File: src/rtl/link_frame_tx_if.sv
// Snapshot handshake and serial-line status bundle for link_frame_tx.
// The master drives snapshots in and observes the line; the slave is the transmitter.
interface link_frame_tx_if #(
  parameter int DATA_WIDTH = 89
);
  logic [DATA_WIDTH-1:0] data_in;
  logic                  scored_in;
  logic                  data_in_valid;
  logic                  tx_out;
  logic                  busy_out;
  logic                  frame_sent_out;
  logic                  dropped_out;

  modport master (
    output data_in,
    output scored_in,
    output data_in_valid,
    input  tx_out,
    input  busy_out,
    input  frame_sent_out,
    input  dropped_out
  );

  modport slave (
    input  data_in,
    input  scored_in,
    input  data_in_valid,
    output tx_out,
    output busy_out,
    output frame_sent_out,
    output dropped_out
  );
endinterface

File: src/rtl/link_frame_tx.sv
// Buffers one game-state snapshot and serialises it LSB-first on an idle-high line.
// Define LINK_TX_PARITY_EN to append an even-parity bit after the payload.
module link_frame_tx #(
  parameter int DATA_WIDTH   = 89,
  parameter int CLKS_PER_BIT = 64
) (
  input  logic           clk_pixel_in,
  input  logic           rst_n_in,
  link_frame_tx_if.slave link
);

  localparam int PAYLOAD_W = DATA_WIDTH + 1;
  localparam int BAUD_W    = (CLKS_PER_BIT > 1) ? $clog2(CLKS_PER_BIT) : 1;
  localparam int BIT_W     = $clog2(PAYLOAD_W);
  localparam logic [BAUD_W-1:0] BAUD_LAST = BAUD_W'(CLKS_PER_BIT - 1);
  localparam logic [BIT_W-1:0]  BIT_LAST  = BIT_W'(PAYLOAD_W - 1);

`ifdef LINK_TX_PARITY_EN
  typedef enum logic [2:0] {ST_IDLE, ST_START, ST_DATA, ST_PARITY, ST_STOP} state_e;
`else
  typedef enum logic [2:0] {ST_IDLE, ST_START, ST_DATA, ST_STOP} state_e;
`endif

  state_e               state_q, state_d;
  logic [BAUD_W-1:0]    baudCnt_q, baudCnt_d;
  logic [BIT_W-1:0]     bitCnt_q, bitCnt_d;
  logic [PAYLOAD_W-1:0] shiftReg_q, shiftReg_d;
  logic [PAYLOAD_W-1:0] pending_q, pending_d;
  logic                 pendingFull_q, pendingFull_d;
`ifdef LINK_TX_PARITY_EN
  logic                 parity_q, parity_d;
`endif
  logic                 tx_q, txNext;
  logic                 busy_q;
  logic                 stopLast_q, stopLast_d;
  logic                 frameSent_q;
  logic                 dropped_q, dropped_d;
  logic                 baudLast;
  logic                 consume;

  // Line value, busy and frame-done are decoded from the current state and
  // registered, so the wire trails the state machine by exactly one cycle.
  always_comb begin
    state_d       = state_q;
    baudCnt_d     = baudCnt_q;
    bitCnt_d      = bitCnt_q;
    shiftReg_d    = shiftReg_q;
    pending_d     = pending_q;
    pendingFull_d = pendingFull_q;
`ifdef LINK_TX_PARITY_EN
    parity_d      = parity_q;
`endif
    stopLast_d    = 1'b0;
    dropped_d     = 1'b0;
    txNext        = 1'b1;
    consume       = 1'b0;
    baudLast      = (baudCnt_q == BAUD_LAST);

    case (state_q)
      ST_IDLE: begin
        if (pendingFull_q) begin
          consume   = 1'b1;
          state_d   = ST_START;
          baudCnt_d = '0;
          bitCnt_d  = '0;
        end
      end

      ST_START: begin
        txNext = 1'b0;
        if (baudLast) begin
          baudCnt_d = '0;
          state_d   = ST_DATA;
        end else begin
          baudCnt_d = baudCnt_q + 1'b1;
        end
      end

      ST_DATA: begin
        txNext = shiftReg_q[0];
        if (baudLast) begin
          baudCnt_d  = '0;
          shiftReg_d = shiftReg_q >> 1;
          if (bitCnt_q == BIT_LAST) begin
            bitCnt_d = '0;
`ifdef LINK_TX_PARITY_EN
            state_d  = ST_PARITY;
`else
            state_d  = ST_STOP;
`endif
          end else begin
            bitCnt_d = bitCnt_q + 1'b1;
          end
        end else begin
          baudCnt_d = baudCnt_q + 1'b1;
        end
      end

`ifdef LINK_TX_PARITY_EN
      ST_PARITY: begin
        txNext = parity_q;
        if (baudLast) begin
          baudCnt_d = '0;
          state_d   = ST_STOP;
        end else begin
          baudCnt_d = baudCnt_q + 1'b1;
        end
      end
`endif

      ST_STOP: begin
        txNext = 1'b1;
        if (baudLast) begin
          stopLast_d = 1'b1;
          baudCnt_d  = '0;
          bitCnt_d   = '0;
          if (pendingFull_q) begin
            consume = 1'b1;
            state_d = ST_START;
          end else begin
            state_d = ST_IDLE;
          end
        end else begin
          baudCnt_d = baudCnt_q + 1'b1;
        end
      end

      default: begin
        state_d   = ST_IDLE;
        baudCnt_d = '0;
        bitCnt_d  = '0;
      end
    endcase

    if (consume) begin
      shiftReg_d    = pending_q;
      pendingFull_d = 1'b0;
`ifdef LINK_TX_PARITY_EN
      parity_d      = ^pending_q;
`endif
    end

    // A strobe always lands in pending; it only counts as a drop when the
    // previous snapshot is still waiting and is not being loaded this cycle.
    if (link.data_in_valid) begin
      pending_d     = {link.scored_in, link.data_in};
      pendingFull_d = 1'b1;
      dropped_d     = pendingFull_q & ~consume;
    end
  end

  always_ff @(posedge clk_pixel_in or negedge rst_n_in) begin
    if (!rst_n_in) begin
      state_q       <= ST_IDLE;
      baudCnt_q     <= '0;
      bitCnt_q      <= '0;
      shiftReg_q    <= '0;
      pending_q     <= '0;
      pendingFull_q <= 1'b0;
`ifdef LINK_TX_PARITY_EN
      parity_q      <= 1'b0;
`endif
      tx_q          <= 1'b1;
      busy_q        <= 1'b0;
      stopLast_q    <= 1'b0;
      frameSent_q   <= 1'b0;
      dropped_q     <= 1'b0;
    end else begin
      state_q       <= state_d;
      baudCnt_q     <= baudCnt_d;
      bitCnt_q      <= bitCnt_d;
      shiftReg_q    <= shiftReg_d;
      pending_q     <= pending_d;
      pendingFull_q <= pendingFull_d;
`ifdef LINK_TX_PARITY_EN
      parity_q      <= parity_d;
`endif
      tx_q          <= txNext;
      busy_q        <= (state_q != ST_IDLE);
      stopLast_q    <= stopLast_d;
      frameSent_q   <= stopLast_q;
      dropped_q     <= dropped_d;
    end
  end

  assign link.tx_out         = tx_q;
  assign link.busy_out       = busy_q;
  assign link.frame_sent_out = frameSent_q;
  assign link.dropped_out    = dropped_q;

endmodule

File: src/flat_wrapper.sv
// flat-port wrapper written by rule: the top's interface ports become plain ports
module link_frame_tx_flat 
#(
  parameter int DATA_WIDTH   = 89,
  parameter int CLKS_PER_BIT = 64
)
  (clk_pixel_in, rst_n_in, link_data_in, link_scored_in, link_data_in_valid, link_tx_out, link_busy_out, link_frame_sent_out, link_dropped_out);
  link_frame_tx_if #(.DATA_WIDTH(DATA_WIDTH)) link_i ();
  input  logic clk_pixel_in;
  input  logic rst_n_in;
  input wire logic [$bits(link_i.data_in)-1:0] link_data_in;
  input wire logic [$bits(link_i.scored_in)-1:0] link_scored_in;
  input wire logic [$bits(link_i.data_in_valid)-1:0] link_data_in_valid;
  output wire logic [$bits(link_i.tx_out)-1:0] link_tx_out;
  output wire logic [$bits(link_i.busy_out)-1:0] link_busy_out;
  output wire logic [$bits(link_i.frame_sent_out)-1:0] link_frame_sent_out;
  output wire logic [$bits(link_i.dropped_out)-1:0] link_dropped_out;
  assign link_i.data_in = link_data_in;
  assign link_i.scored_in = link_scored_in;
  assign link_i.data_in_valid = link_data_in_valid;
  assign link_tx_out = link_i.tx_out;
  assign link_busy_out = link_i.busy_out;
  assign link_frame_sent_out = link_i.frame_sent_out;
  assign link_dropped_out = link_i.dropped_out;
  link_frame_tx #(.DATA_WIDTH(DATA_WIDTH), .CLKS_PER_BIT(CLKS_PER_BIT)) u_core (.clk_pixel_in(clk_pixel_in), .rst_n_in(rst_n_in), .link(link_i));
endmodule
File: config.mk
export PLATFORM = sky130hd
export DESIGN_NAME = link_frame_tx_flat
export DESIGN_NICKNAME = d
export VERILOG_FILES = /design/src/rtl/link_frame_tx_if.sv /design/src/rtl/link_frame_tx.sv /design/src/flat_wrapper.sv
export SDC_FILE = /design/constraint.sdc
export NUM_CORES = 1
export LEC_CHECK = 0
export CAP_MARGIN = 20
export CORE_UTILIZATION = 30
export DETAILED_ROUTE_END_ITERATION = 8
export DONT_BUFFER_PORTS = 1
export PLACE_DENSITY = 0.55
export SYNTH_ARGS = -nofsm -noshare
export SYNTH_HDL_FRONTEND = slang
export SYNTH_SLANG_ARGS = --single-unit
File: constraint.sdc
create_clock -name clk_pixel_in -period 2.2 [get_ports clk_pixel_in]
set_input_delay 0.44 -clock clk_pixel_in [delete_from_list [all_inputs] [get_ports clk_pixel_in]]
set_output_delay 0.44 -clock clk_pixel_in [all_outputs]
set_load 0.05 [all_outputs]
After elaboration in Yosys (flattened, before gate mapping)
Cells that the tools add are included.
{"block": "classes", "n_addsub": 2, "n_eq_ne": 10, "muxes": 27, "bitwise": 3, "reduce_logical": 9}
{"cell": "two-way mux 90 bit", "count": 3}
{"cell": "two-way mux 7 bit", "count": 4}
{"cell": "case mux 7 bit (4 select lines)", "count": 1}
{"cell": "two-way mux 3 bit", "count": 5}
{"cell": "two-way mux 6 bit", "count": 2}
{"cell": "case mux 3 bit (4 select lines)", "count": 1}
{"cell": "case mux 6 bit (2 select lines)", "count": 1}
{"cell": "inequality test 2 x 1 -> 1 bit (second input constant)", "count": 5}
{"cell": "two-way mux 1 bit", "count": 8}
{"cell": "adder 7 x 1 -> 7 bit (second input constant)", "count": 1}
{"cell": "equality test 7 bit (second input constant)", "count": 1}
{"cell": "adder 6 x 1 -> 6 bit (second input constant)", "count": 1}
{"cell": "equality test 3 x 2 -> 1 bit (second input constant)", "count": 2}
{"cell": "equality test 6 bit (second input constant)", "count": 1}
{"cell": "nonzero test 2 bit", "count": 3}
{"cell": "AND reduction 5 bit", "count": 1}
{"cell": "case mux 1 bit (2 select lines)", "count": 2}
{"cell": "AND reduction 4 bit", "count": 1}
{"cell": "equality test 3 x 1 -> 1 bit (second input constant)", "count": 1}
{"cell": "zero test 3 bit", "count": 1}
{"cell": "nonzero test 3 bit", "count": 1}
{"cell": "OR reduction 3 bit", "count": 1}
{"cell": "inverter 1 bit", "count": 2}
{"cell": "AND reduction 2 bit", "count": 1}
{"cell": "bitwise AND 1 bit", "count": 1}
{"block": "totals", "ff_bits": 202, "in_bits": 93, "out_inout_bits": 4, "word_cells": 62}

Longest topological paths before layout
Gate-level depths: netlist of run 1.
{"block": "depth", "ltp_word": 6, "mapped_depth": 9, "ltp_nobuf": 6}

Worst setup path after synthesis of run 1
Ideal clock, no wire load.
{"block": "synth_path", "path_type": "flip-flop to flip-flop", "startpoint": "reg u_core.state_q[0]", "endpoint": "reg u_core.state_q[1]", "setup_time_ps": 128, "t_arrival_ps": 1643, "required_time_ps": 2072, "path_slack_ps": 429, "stages_incl_launch_ff": 7, "path_buffers": 1, "period_less_slack_ps": 1771, "cell_sequence": "dfrtp_1 inv_1 ha_1 buf_2 or3_1 a31oi_1 mux2_1"}
{"block": "synth_between", "elab_chain_len": 3, "word_cells_on_any_way": 11, "classes_between": "8 x eq/ne; 1 x mux; 2 x reduce/logical"}
{"item": "from (decl)", "line": "link_frame_tx.sv:24", "source": "state_e state_q, state_d;"}
{"item": "from (signal assigned)", "line": "link_frame_tx.sv:169", "source": "state_q <= state_d;"}
{"item": "equality test 3 x 2 -> 1 bit (tied with other cells)", "line": "link_frame_tx.sv:59", "source": "case (state_q)"}
{"item": "inequality test 2 x 1 -> 1 bit (no line)"}
{"item": "AND reduction 5 bit (no line)"}
Several ways; a longest one is shown, not always the timed one.
A chain may end at the register's enable or synchronous reset.

Worst setup path after layout of run 1
{"block": "layout_path", "startpoint": "reg u_core.state_q[0]", "endpoint": "reg u_core.shiftReg_q[54]"}
{"block": "layout_between", "elab_chain_len": 4, "word_cells_on_any_way": 8, "classes_between": "2 x eq/ne; 2 x mux; 4 x reduce/logical"}
{"item": "equality test 3 x 2 -> 1 bit or zero test 3 bit (tied branches)", "line": "link_frame_tx.sv:59"}
{"item": "case mux 1 bit (2 select lines)", "line": "link_frame_tx.sv:59"}
{"item": "nonzero test 2 bit (no line)"}
{"item": "AND reduction 2 bit (no line)"}
{"item": "to (signal assigned)", "line": "link_frame_tx.sv:172", "source": "shiftReg_q <= shiftReg_d;"}
{"item": "to (decl)", "line": "link_frame_tx.sv:27", "source": "logic [PAYLOAD_W-1:0] shiftReg_q, shiftReg_d;"}
Several ways; a longest one is shown, not always the timed one.

==> flow_summary.rst, run 1 <==
.. list-table::
   :header-rows: 1

   * - Metric
     - Value
   * - Initial Util
     - 0.306
   * - Count of state elements after synthesis
     - 201
   * - Top-level I/O count
     - slightly below 100
   * - Count of flip-flops with a built-in enable after synthesis
     - 0
   * - Count of clock tree sinks
     - approximately 200
   * - Setup repair after global routing missed its margin
     - false
   * - Met2 track utilization from global routing
     - 0.169
   * - Post-cts sizing count
     - 0
   * - Clk root buf
     - clkbuf_16
   * - Maximum fanout encountered on the critical timing path
     - 50
   * - Final count of hold timing violations
     - 201
   * - Filler instances
     - 2,880
   * - Antenna viol nets, final
     - 0
   * - Run status
     - finished with violations
   * - Synth cell types
     - 47
   * - Routed WL
     - between 15,000 and 20,000 um
   * - Post-detailed-route DRC marker count
     - 0
   * - Number of antenna violations at the first check in global routing
     - 2
   * - Largest net degree at the start of global routing
     - ~200
   * - Reg-to-reg critical path startpoint
     - u_core.state_q[0]
   * - Via count of the first global-routing pass
     - 5,204
   * - Width of the die
     - 173 um
   * - Synthesis-to-finish area growth
     - 12.0%
   * - Total number of yosys warnings
     - 0
   * - Count of buffering cells on the critical path with inverters included
     - 3
   * - Number of detailed-route iterations in the first pass
     - 4
   * - Setup slack on the worst flop-to-flop path
     - 210 ps
   * - Violation count after the first detailed-routing iteration
     - 206
   * - Global-route wire length before repair
     - 27,500 um
   * - Dominant combinational cell family by area after synthesis
     - multiplexers
   * - Fin crit period
     - 1990 ps
   * - Violated checks
     - hold timing
   * - Reg-to-reg critical path endpoint
     - u_core.shiftReg_q[54]
   * - Post-Route Skew
     - ~17 ps
   * - Fraction of synthesized area in multiplexers
     - 0.220
   * - Most used routing layer
     - met2
   * - Setup TNS Final
     - 0 ps
   * - IR drop worst, VDD
     - 526 uV
   * - Die outline area
     - 29,900 um^2
   * - Top_reg_cell synth
     - dfrtp_1
   * - Async set-reset flop share out of synthesis
     - 1.00
   * - Number of core rows
     - 62
   * - Post-synthesis area per instance
     - 12.6 um^2
   * - Cell leakage power
     - 4.64 nW
   * - Post-synthesis instance area
     - 8780 um^2
   * - Area share of and/or/nand/nor cells after synthesis
     - 0.0684
   * - Final clock period utilization by the worst path
     - 0.904
   * - Number of buffers created by CTS
     - 25
   * - Critical path class
     - flip-flop to flip-flop
   * - Max transition margin
     - 0.701
   * - Area occupied by multi-input gates
     - 3360 um^2
   * - Number of nets at the end of the flow
     - between 700 and 800
   * - Actual transition at the worst max-transition pin
     - about 450 ps
   * - Fraction of layout instances using a drive strength above 1
     - 0.208
   * - # Max-Cap Violations
     - 0
   * - Routing usage on met1
     - 0.153
   * - GRT Resource Usage Total
     - 0.111
   * - Number of H-tree levels
     - 1
   * - DP HPWL
     - 9650 um
   * - Grt total ovfl
     - 0
   * - FF/Latch Area
     - 5030 um^2
   * - Cell with the biggest individual delay on the critical path
     - dfrtp_1
   * - Data required time at the worst endpoint
     - 2580 ps
   * - Maximum buffer depth of the clock tree
     - 3
   * - Clock edge transition at the registers on the reported setup and hold paths
     - 60 ps
   * - Top Family by Delay on Critical Path
     - buffers and inverters
   * - Hold_ws
     - -372 ps
   * - Finish-stage setup viols
     - 0
   * - Highest cell delay on the worst timing path
     - roughly 400 ps
   * - Post-Syn Instances
     - 698
   * - Count of cells along the worst register-to-register path
     - 7
   * - Classification of the worst-slack hold path
     - input port to asynchronous set/reset pin
   * - Number of buffers inserted by post-CTS setup repair
     - 0
   * - Port Buffers
     - 0
   * - Antenna diode count
     - 0
   * - Adder-cell share of the synthesized area
     - 0.0114
   * - Arrival time of data at the critical path endpoint
     - 2370 ps
   * - Complex-gate fraction of the synthesized area
     - 0.0814
   * - CTS tree
     - done
   * - Synthesized Nets
     - ~800
   * - Part of the Yosys area used for sequential elements
     - 0.573
   * - Achievable frequency
     - approximately 500 MHz
   * - Placer's final routability congestion estimate
     - 0.752
   * - Max-slew violations
     - 0
   * - P per Cell Area
     - about 840 nW/um^2
   * - Worst-skew pair later-pin latency
     - 520 ps
   * - Post-Synth XOR/XNOR Area
     - 0
   * - Cell chain of the critical path
     - inv_1, ha_1, nand3b_1, o31ai_4, buf_4, buf_12, o21ai_0
   * - Met3 routing resource usage after global routing
     - 0.0268
   * - Critical path endpoint category
     - flip-flop
   * - Average wire length per cell after detail routing
     - 14.8 um
   * - Die Y-Extent
     - approximately 170 um
   * - Via count
     - 5,000
   * - Core area
     - 28,700 um^2
   * - Via density per instance
     - 4.57
   * - Nature of the critical path startpoint
     - flip-flop
==> worst max path at each step <==
stage / startpoint / endpoint / slack (ps) / cells past startpoint
after floorplan: u_core.state_q[0] / u_core.state_q[1] / 430 / 6
after global placement: u_core.state_q[0] / u_core.shiftReg_q[52] / 280 / 7
after detailed placement: u_core.state_q[0] / u_core.shiftReg_q[53] / 210 / 7
after CTS: u_core.state_q[0] / u_core.shiftReg_q[53] / 190 / 7
after global routing: u_core.state_q[0] / u_core.shiftReg_q[52] / 30 / 8
final: u_core.state_q[0] / u_core.shiftReg_q[54] / 210 / 7
==> through the flow <==
stage	utilization	instances	cell area [um^2]	power (W)	setup slack (ps)
after floorplan	-	698	8780	0.00439	429
after global placement	0.315	1050	9040	0.00443	284
after detailed placement	0.315	1050	9040	0.00444	214
after CTS	0.343	1094	9830	0.00849	188
after global routing	0.343	1094	9830	0.00868	25.9
final	0.343	1094	9830	0.00830	211
==> power by group <==
| group | switching (W) | internal, W | leakage [nW] | total [W] |
|---|---|---|---|---|
| clock network | 0.00156 | 0.00238 | 0.383 | 0.00393 |
| logic | 0.0000746 | 0.000201 | 1.79 | 0.000276 |
| registers | 0.000140 | 0.00395 | 2.47 | 0.00409 |
| total | 0.00177 | 0.00653 | 4.64 | 0.00830 |
==> layout by cell type (no fill, tap or decap), types with 2 or more instances in the layout <==
cell type / synthesis / final
clkinv_2: 0 / 2
a21oi_1: 2 / 2
ha_1: 8 / 8
clkinvlp_4: 0 / 2
inv_1: 8 / 8
nand2b_1: 5 / 5
o31ai_1: 5 / 5
or3_1: 2 / 2
mux2i_1: 89 / 89
clkbuf_1: 3 / 7
o21ai_1: 61 / 61
clkbuf_8: 0 / 5
nor2_1: 5 / 5
buf_12: 1 / 5
nand2_1: 104 / 104
and3_1: 3 / 3
a22o_1: 2 / 2
buf_4: 1 / 5
mux2_2: 91 / 91
clkbuf_16: 0 / 25
o21ai_0: 36 / 36
o22ai_1: 2 / 2
and2_1: 3 / 3
a22oi_1: 2 / 2
dfrtp_1: 200 / 200
nand3b_1: 2 / 2
nand3_1: 5 / 5
==> layer usage <==
layer	vias to the layer above	wire [um]
li1	2441	-
met1	2424	7690
met2	97	7110
met3	34	800
met4	4	535
met5	-	31
==> Yosys cell counts, types with 2 or more instances <==
master    instances  area [um^2]
ha_1              8          100
o21ai_0          36          180
o31ai_1           5         37.5
o21ai_1          61          305
nand3_2           2         20.0
a22oi_1           2         15.0
and3_1            3         18.8
buf_8             8          120
nand3_1           5         25.0
a21oi_1           2         10.0
nand3b_1          2         15.0
a22o_1            2         17.5
clkbuf_2          7         35.0
o22ai_1           2         12.5
nand2b_1          5         31.3
inv_1             8         30.0
buf_2            11         55.1
buf_6            11          124
nor2_1            5         18.8
dfrtp_1         200         5000
nand2_1         104          390
or3_1             2         12.5
mux2i_1          89          891
clkbuf_1          3         11.3
and2_1            3         18.8
mux2_2           91         1020
==> cells by family after synthesis <==
family | count (synthesis)
fa+ha+maj | 8
simple gates | 136
mux | 181
buf+inv | 50
flops | 201
compound gates | 122
==> state kept, by name, summed over array words and instances, names as in the netlist, 2 cells and up <==
name,cells
u_core.state_q,2
u_core.pending_q,90
u_core.baudCnt_q,6
u_core.bitCnt_q,7
u_core.shiftReg_q,90
==> cell type report <==
class,count,area share
clock buffer,37,0.0733
timing repair buffer,10,0.0140
sequential,201,0.512
tap,384,0.0489
inverter,8,0.00305
multi-input combinational,447,0.342
clock inverter,7,0.00738
Power figures use the tool's default switching activity.
==> inputs of run 2 (changes only) <==
Settings changed: CORE_MARGIN from default to 2.
==> run 2 against run 1 <==
The run still ends with hold timing left. Core utilization increased by 0.22 points. Clock power increased by 2%. Register-to-register slack improved by 40 ps. Wire length increased by 0.90%. Maximum frequency increased by 1.9%. Combinational power about the same. Flip-flop and latch count unchanged. Final cell count increased by 0.18%. Sequential share of layout area decreased by 0.46 points. Die area increased by 2.3%. Count of clock-buffer cells in the layout decreased by 2. Cell area increased by 0.92%. Largest cell class unchanged.
==> flow_summary.rst, run 2 (same netlist as run 1, synthesis figures left out) <==
.. list-table::
   :header-rows: 1

   * - Metric
     - Value
   * - Number of detailed-route iterations in the first pass
     - 4 (unchanged)
   * - Top Family by Delay on Critical Path
     - flip-flops
   * - Final clock period utilization by the worst path
     - 0.887 (-0.0170)
   * - Biggest registers after layout
     - u_core.pending_q x90, u_core.shiftReg_q x90, u_core.bitCnt_q x7
   * - Initial Util
     - 0.305 (-0.000824)
   * - Count of buffering cells on the critical path with inverters included
     - 1 (-2)
   * - DP HPWL
     - 10,200 um (+5.2%)
   * - Achievable frequency
     - 512 MHz (+1.9%)
   * - Design internal power
     - 0.00662 W (+1.4%)
   * - Number of buffers created by CTS
     - 24 (-4.0%)
   * - Psw
     - 0.00176 W (-0.67%)
   * - Count of cells along the worst register-to-register path
     - 6 (-1)
   * - Hold_ws
     - -386 ps (-14.2 ps)
   * - Synthesis-to-finish area growth
     - 13.0%
   * - Average wire length per cell after detail routing
     - 14.9 um (+0.71%)
   * - Data required time at the worst endpoint
     - 2590 ps (about the same)
   * - IR drop worst, VDD
     - 559 uV (+6.2%)
   * - Die Y-Extent
     - 175 um (+1.2%)
   * - Port Buffers
     - 0 (unchanged)
   * - Grt total ovfl
     - 0 (unchanged)
   * - Setup repair after global routing missed its margin
     - false
   * - Die outline area
     - 30,600 um^2 (+2.3%)
   * - Global-route wire length before repair
     - 27,000 um (-1.9%)
   * - Run status
     - finished with violations
   * - Violated checks
     - hold timing
   * - Number of non-filler instances in the completed layout
     - 1,096 (+0.18%)
   * - Setup TNS Final
     - 0 ps (unchanged)
   * - Final worst setup slack
     - 248 ps (+37.3 ps)
   * - Finish-stage setup viols
     - 0 (unchanged)
   * - Top-level I/O count
     - 97 (unchanged)
   * - CP Depth
     - 6 (-1)
   * - Via density per instance
     - 4.56 (-0.22%)
   * - Reg-to-reg critical path startpoint
     - u_core.baudCnt_q[0]
   * - Leading cell types in the layout, fill and taps excluded
     - dfrtp_1, nand2_1, mux2_2, mux2i_1, o21ai_1
   * - Fin crit period
     - 1950 ps (-37.3 ps)
   * - Via count
     - 4,998 (-0.040%)
   * - Combinational share of power
     - 0.033 (about the same)
   * - Number of antenna violations at the first check in global routing
     - 3 (+1)
   * - Largest net degree at the start of global routing
     - 202 (unchanged)
   * - Max transition margin
     - 0.663 (-0.0375)
   * - Violation count after the first detailed-routing iteration
     - 239 (+16%)
   * - Number of buffers inserted by post-CTS setup repair
     - 0 (unchanged)
   * - Clock power frac
     - 0.479 (+0.005)
   * - Number of nets at the end of the flow
     - 795 (+0.13%)
   * - # placed instances
     - 1,052 (+0.19%)
   * - Fraction of power consumed by sequential logic
     - 0.488 (-0.005)
   * - Switching fraction of total power
     - 0.210 (-0.00351)
   * - P per Cell Area
     - 845 nW/um^2 (about the same)
   * - Fraction of layout instances using a drive strength above 1
     - 0.213 (+0.00423)
   * - Cell with the biggest individual delay on the critical path
     - dfrtp_1
   * - GRT Resource Usage Total
     - 0.108 (-0.00354)
   * - Clk root buf
     - clkbuf_16
   * - Final count of hold timing violations
     - 201 (unchanged)
   * - Worst slack after detailed placement
     - 243 ps (+29.1 ps)
   * - CTS tree
     - done
   * - Maximum fanout encountered on the critical timing path
     - 6 (-88%)
   * - Via count of the first global-routing pass
     - 5,155 (-0.94%)
   * - Critical path class
     - flip-flop to flip-flop
   * - Count of clock tree sinks
     - 201 (unchanged)
   * - Actual transition at the worst max-transition pin
     - 505 ps (+56.3 ps)
   * - Number of H-tree levels
     - 1 (unchanged)
   * - Antenna viol nets, final
     - 0 (unchanged)
   * - Classification of the worst-slack hold path
     - input port to asynchronous set/reset pin
   * - Post-detailed-route DRC marker count
     - 0 (unchanged)
   * - Commonest non-fill, non-tap cell in the layout
     - dfrtp_1
   * - Post-Route Skew
     - 16.1 ps (-0.975 ps)
   * - Worst-skew pair later-pin latency
     - 520 ps (about the same)
   * - Critical path endpoint category
     - flip-flop
   * - Nature of the critical path startpoint
     - flip-flop
   * - Number of core rows
     - 62 (unchanged)
   * - Placer's final routability congestion estimate
     - 0.731 (-2.8%)
   * - # Max-Cap Violations
     - 0 (unchanged)
   * - Post-cts sizing count
     - 0 (unchanged)
   * - Core area
     - 28,800 um^2 (+0.27%)
   * - Routed WL
     - 16,300 um (+0.90%)
   * - Max-slew violations
     - 0 (unchanged)
   * - Arrival time of data at the critical path endpoint
     - 2340 ps (-30 ps)
   * - Cell chain of the critical path
     - ha_1, and3_1, buf_4, nand4_1, a31oi_1, mux2_1
   * - Startpoint of the most critical setup path
     - u_core.baudCnt_q[0]
   * - Cell leakage power
     - 4.68 nW (+0.81%)
   * - Highest cell delay on the worst timing path
     - 380 ps (about the same)
   * - Maximum buffer depth of the clock tree
     - 3 (unchanged)
   * - Width of the die
     - 175 um (+1.2%)
   * - Clock edge transition at the registers on the reported setup and hold paths
     - 60 ps (about the same)
[run 2: worst register-to-register path: cells and delay by family, from the launching register on]
family / cells / cell delay, ps
compound gates: 1 / 290
fa+ha+maj: 1 / 250
buf+inv: 1 / 190
flops: 1 / 380
mux: 1 / 350
simple gates: 2 / 370
[run 2: cell type report]
type	instances	area [um^2]
timing repair buffer	12	203
antenna	2	5.00
fill	2823	18900
tap	384	480
sequential	201	5030
clock inverter	7	101
inverter	8	30.0
clock buffer	35	712
multi-input combinational	447	3360
[run 2: metal layers]
| metal | routed length, um | vias to the layer above | GRT usage | part of all wire |
|---|---|---|---|---|
| met5 | 13 | - | 0 | 0.00080 |
| met4 | 486 | 2 | 0.0431 | 0.030 |
| met3 | 757 | 30 | 0.0265 | 0.046 |
| met2 | 7380 | 75 | 0.162 | 0.45 |
| met1 | 7670 | 2452 | 0.149 | 0.47 |
| li1 | - | 2439 | - | - |
[run 2: final timing paths]
path | endpoint | slack (ps)
worst max-delay path | u_core.state_q[1] | 250
worst min-delay path | u_core.pending_q[18] | -390
worst max register to register | u_core.state_q[1] | 250
worst min register to register | u_core.link.frame_sent_out | 360
max in group asynchronous | u_core.pending_q[31] | 2200
min in group clk_pixel_in | u_core.pending_q[84] | 60
[run 2: power by group through the flow]
stage	registers [W]	logic, W	clock network, W
global route	0.00412	0.000310	0.00432
floorplan	0.00411	0.000285	0
finish	0.00409	0.000279	0.00402
detailed placement	0.00416	0.000283	0
global placement	0.00416	0.000270	0
CTS	0.00409	0.000285	0.00418
[run 2: stage by stage]
step,hold slack [ps],power (W),utilization,cell area (um^2)
finish,-386,0.00838,0.345,9920
global route,-413,0.00875,0.345,9920
CTS,-415,0.00856,0.345,9920
detailed placement,150,0.00444,0.316,9100
global placement,150,0.00443,0.316,9100
floorplan,144,0.00439,-,8780
==> inputs of run 3 (changes only) <==
--- a/config.mk
+++ b/config.mk
@@ -7,4 +7,5 @@
 export LEC_CHECK = 0
 export CAP_MARGIN = 20
+export CORE_ASPECT_RATIO = 0.9
 export CORE_MARGIN = 2
 export CORE_UTILIZATION = 30
==> constraint.sdc (replaced) <==
create_clock -name clk_pixel_in -period 2.2 [get_ports clk_pixel_in]
set_input_delay 0.22 -clock clk_pixel_in [delete_from_list [all_inputs] [get_ports clk_pixel_in]]
set_output_delay 0.22 -clock clk_pixel_in [all_outputs]
set_load 0.05 [all_outputs]
==> run 3 against run 2 <==
The flow still finishes with violations (hold timing). Sequential power about the same. Setup slack got worse by 29 ps. Largest cell class unchanged. Clock skew decreased by 3.6 ps. Highest routed layer is now met4. Critical endpoint is now u_core.shiftReg_q[24].
==> flow_summary.rst, run 3 (same netlist as run 1, synthesis figures left out) <==
.. list-table::
   :header-rows: 1

   * - Metric
     - Value
   * - Synthesis-to-finish area growth
     - 26.4%
   * - Fraction of layout instances using a drive strength above 1
     - 0.174 (-0.0382)
   * - Combinational share of power
     - 0.065 (+0.032)
   * - Filler instances
     - 2,776 (-1.7%)
   * - Routed WL
     - 17,200 um (+5.7%)
   * - Number of antenna violations at the first check in global routing
     - 0 (-3)
   * - Biggest registers after layout
     - u_core.pending_q x90, u_core.shiftReg_q x90, u_core.bitCnt_q x7
   * - Antenna diode count
     - 0 (-2)
   * - Switching fraction of total power
     - 0.211 (+0.00102)
   * - Via count of the first global-routing pass
     - 5,702 (+11%)
   * - Initial Util
     - 0.304 (-0.000886)
   * - Number of nets at the end of the flow
     - 922 (+16%)
   * - Reg-to-reg critical path endpoint
     - u_core.shiftReg_q[24]
   * - Classification of the worst-slack hold path
     - input port to asynchronous set/reset pin
   * - Worst-skew pair later-pin latency
     - 510 ps (about the same)
   * - Hold_ws
     - -594 ps (-208 ps)
   * - Die outline area
     - 30,600 um^2 (about the same)
   * - Number of detailed-route iterations in the first pass
     - 4 (unchanged)
   * - Overall power after layout
     - 0.00836 W (-0.26%)
   * - Placer's final routability congestion estimate
     - 0.695 (-4.9%)
   * - Hold buffers post-CTS
     - between 100 and 150
   * - Arrival time of data at the critical path endpoint
     - 2350 ps (about the same)
   * - Largest net degree at the start of global routing
     - 202 (unchanged)
   * - Run status
     - finished with violations
   * - Finish-stage setup viols
     - 0 (unchanged)
   * - Cell leakage power
     - 5.17 nW (+10%)
   * - IR drop worst, VDD
     - 563 uV (+0.71%)
   * - Critical path endpoint category
     - flip-flop
   * - Reg-to-reg critical path startpoint
     - u_core.state_q[0]
   * - Post-detailed-route DRC marker count
     - 0 (unchanged)
   * - Final standard cell area without fillers
     - 11,100 um^2 (+12%)
   * - Design internal power
     - 0.00660 W (-0.39%)
   * - P per Cell Area
     - 754 nW/um^2 (-11%)
   * - Psw
     - 0.00176 W (+0.22%)
   * - Nature of the critical path startpoint
     - flip-flop
   * - Setup slack on the worst flop-to-flop path
     - 220 ps (-30 ps)
   * - FF/Latch Area
     - 5030 um^2 (unchanged)
   * - # Max-Cap Violations
     - 0 (unchanged)
   * - Port Buffers
     - 0 (unchanged)
   * - Final clock period utilization by the worst path
     - 0.900 (+0.0130)
   * - DP HPWL
     - 9470 um (-6.8%)
   * - Number of buffers created by CTS
     - 23 (-4.2%)
   * - Setup TNS Final
     - 0 ps (unchanged)
   * - Area after DPL
     - 9050 um^2 (-0.60%)
   * - Actual transition at the worst max-transition pin
     - 466 ps (-38.9 ps)
   * - Max-slew violations
     - 0 (unchanged)
   * - Antenna viol nets, final
     - 0 (unchanged)
   * - Clock power frac
     - 0.446 (-0.033)
   * - Fin crit period
     - 1980 ps (+28.6 ps)
   * - Final count of hold timing violations
     - 201 (unchanged)
   * - Average wire length per cell after detail routing
     - 14.0 um (-6.0%)
   * - Count of clock tree sinks
     - 201 (unchanged)
   * - Startpoint of the most critical setup path
     - u_core.state_q[0]
   * - Top-level I/O count
     - 97 (unchanged)
   * - Die Y-Extent
     - 166 um (-5.0%)
   * - Achievable frequency
     - 505 MHz (-1.4%)
   * - Via density per instance
     - 4.40 (-3.4%)
   * - Worst slack after detailed placement
     - 190 ps (-52.4 ps)
   * - Post-Route Skew
     - 12.5 ps (-3.62 ps)
   * - Fraction of power consumed by sequential logic
     - 0.489 (about the same)
   * - Final worst setup slack
     - 220 ps (-28.6 ps)
   * - CTS tree
     - done
   * - Commonest non-fill, non-tap cell in the layout
     - dfrtp_1
   * - Data required time at the worst endpoint
     - 2570 ps (-20 ps)
   * - Violated checks
     - hold timing
   * - GRT Resource Usage Total
     - 0.116 (+0.00839)
   * - Violation count after the first detailed-routing iteration
     - 202 (-15%)
   * - Area occupied by multi-input gates
     - 3360 um^2 (unchanged)
   * - Max transition margin
     - 0.689 (+0.0257)
   * - Number of buffers inserted by post-CTS setup repair
     - 0 (unchanged)
   * - Maximum fanout encountered on the critical timing path
     - 102 (+96)
   * - Critical path class
     - flip-flop to flip-flop
   * - Global-route wire length before repair
     - 29,100 um (+7.5%)
   * - Clk root buf
     - clkbuf_16
   * - Number of core rows
     - 59 (-4.8%)
   * - Core area
     - 28,900 um^2 (+0.29%)
   * - Width of the die
     - 184 um (+5.3%)
   * - Setup repair after global routing missed its margin
     - false
   * - Via count
     - 5,431 (+8.7%)
   * - Number of H-tree levels
     - 1 (unchanged)
   * - Leading cell types in the layout, fill and taps excluded
     - dfrtp_1, dlygate4sd3_1, nand2_1, mux2_2, mux2i_1
   * - Clock edge transition at the registers on the reported setup and hold paths
     - 60 ps (about the same)
   * - Count of cells along the worst register-to-register path
     - 6 (unchanged)
   * - Grt total ovfl
     - 0 (unchanged)
   * - Maximum buffer depth of the clock tree
     - 3 (unchanged)
   * - Post-cts sizing count
     - 0 (unchanged)
## run 3: changes by cell type in the layout (fill, tap and decap cells not counted), moves of 2 or more
cell           delta
diode_2           -2
dlygate4sd3_1   +128
buf_12            -5
clkinvlp_4        -2
clkbuf_1          +4
buf_4             +4
## run 3: how the worst max path moves through the flow
stage | to | cells past startpoint
2_1_floorplan | u_core.state_q[1] | 6
3_3_place_gp | u_core.shiftReg_q[69] | 6
3_5_place_dp | u_core.shiftReg_q[52] | 6
4_1_cts | u_core.shiftReg_q[24] | 6
5_1_grt | u_core.shiftReg_q[26] | 6
6_report | u_core.shiftReg_q[24] | 6
## run 3: metal layers
| metal | up-vias | part of all wire | track usage |
|---|---|---|---|
| li1 | 2695 | - | - |
| met1 | 2618 | 0.49 | 0.160 |
| met2 | 89 | 0.44 | 0.181 |
| met3 | 29 | 0.050 | 0.0329 |
| met4 | 0 | 0.020 | 0.0271 |
| met5 | - | 0 | 0 |
## run 3: area by class of cell
| class | instances | area share |
|---|---|---|
| Timing Repair Buffer | 140 | 0.130 |
| Tap cell | 396 | 0.0447 |
| Inverter | 8 | 0.00271 |
| Multi-Input combinational cell | 447 | 0.303 |
| Sequential cell | 201 | 0.454 |
| Clock buffer | 37 | 0.0620 |
| Clock inverter | 4 | 0.00440 |
## run 3: power by group through the flow
| stage | Clock [W] | Combinational (W) | Sequential (W) |
|---|---|---|---|
| after global routing | 0.00405 | 0.000590 | 0.00412 |
| after CTS | 0.00387 | 0.000535 | 0.00409 |
| final | 0.00373 | 0.000540 | 0.00409 |
| after detailed placement | 0 | 0.000280 | 0.00416 |
| after floorplan | 0 | 0.000285 | 0.00411 |
| after global placement | 0 | 0.000269 | 0.00416 |
## run 3: critical path, stage by stage (launching register included)
cell      delay [ps]
dfrtp_1          390
inv_1            100
ha_1             320
nand3b_1         200
o31ai_4          260
buf_12           390
o21ai_0          160
## run 3: stage by stage
stage	utilization	hold WS, ps	cells
2_1_floorplan	-	-75.6	698
3_5_place_dp	0.313	-67.4	1063
5_1_grt	0.384	-632	1233
3_3_place_gp	0.313	-68.1	1063
6_report	0.384	-594	1233
4_1_cts	0.384	-631	1233
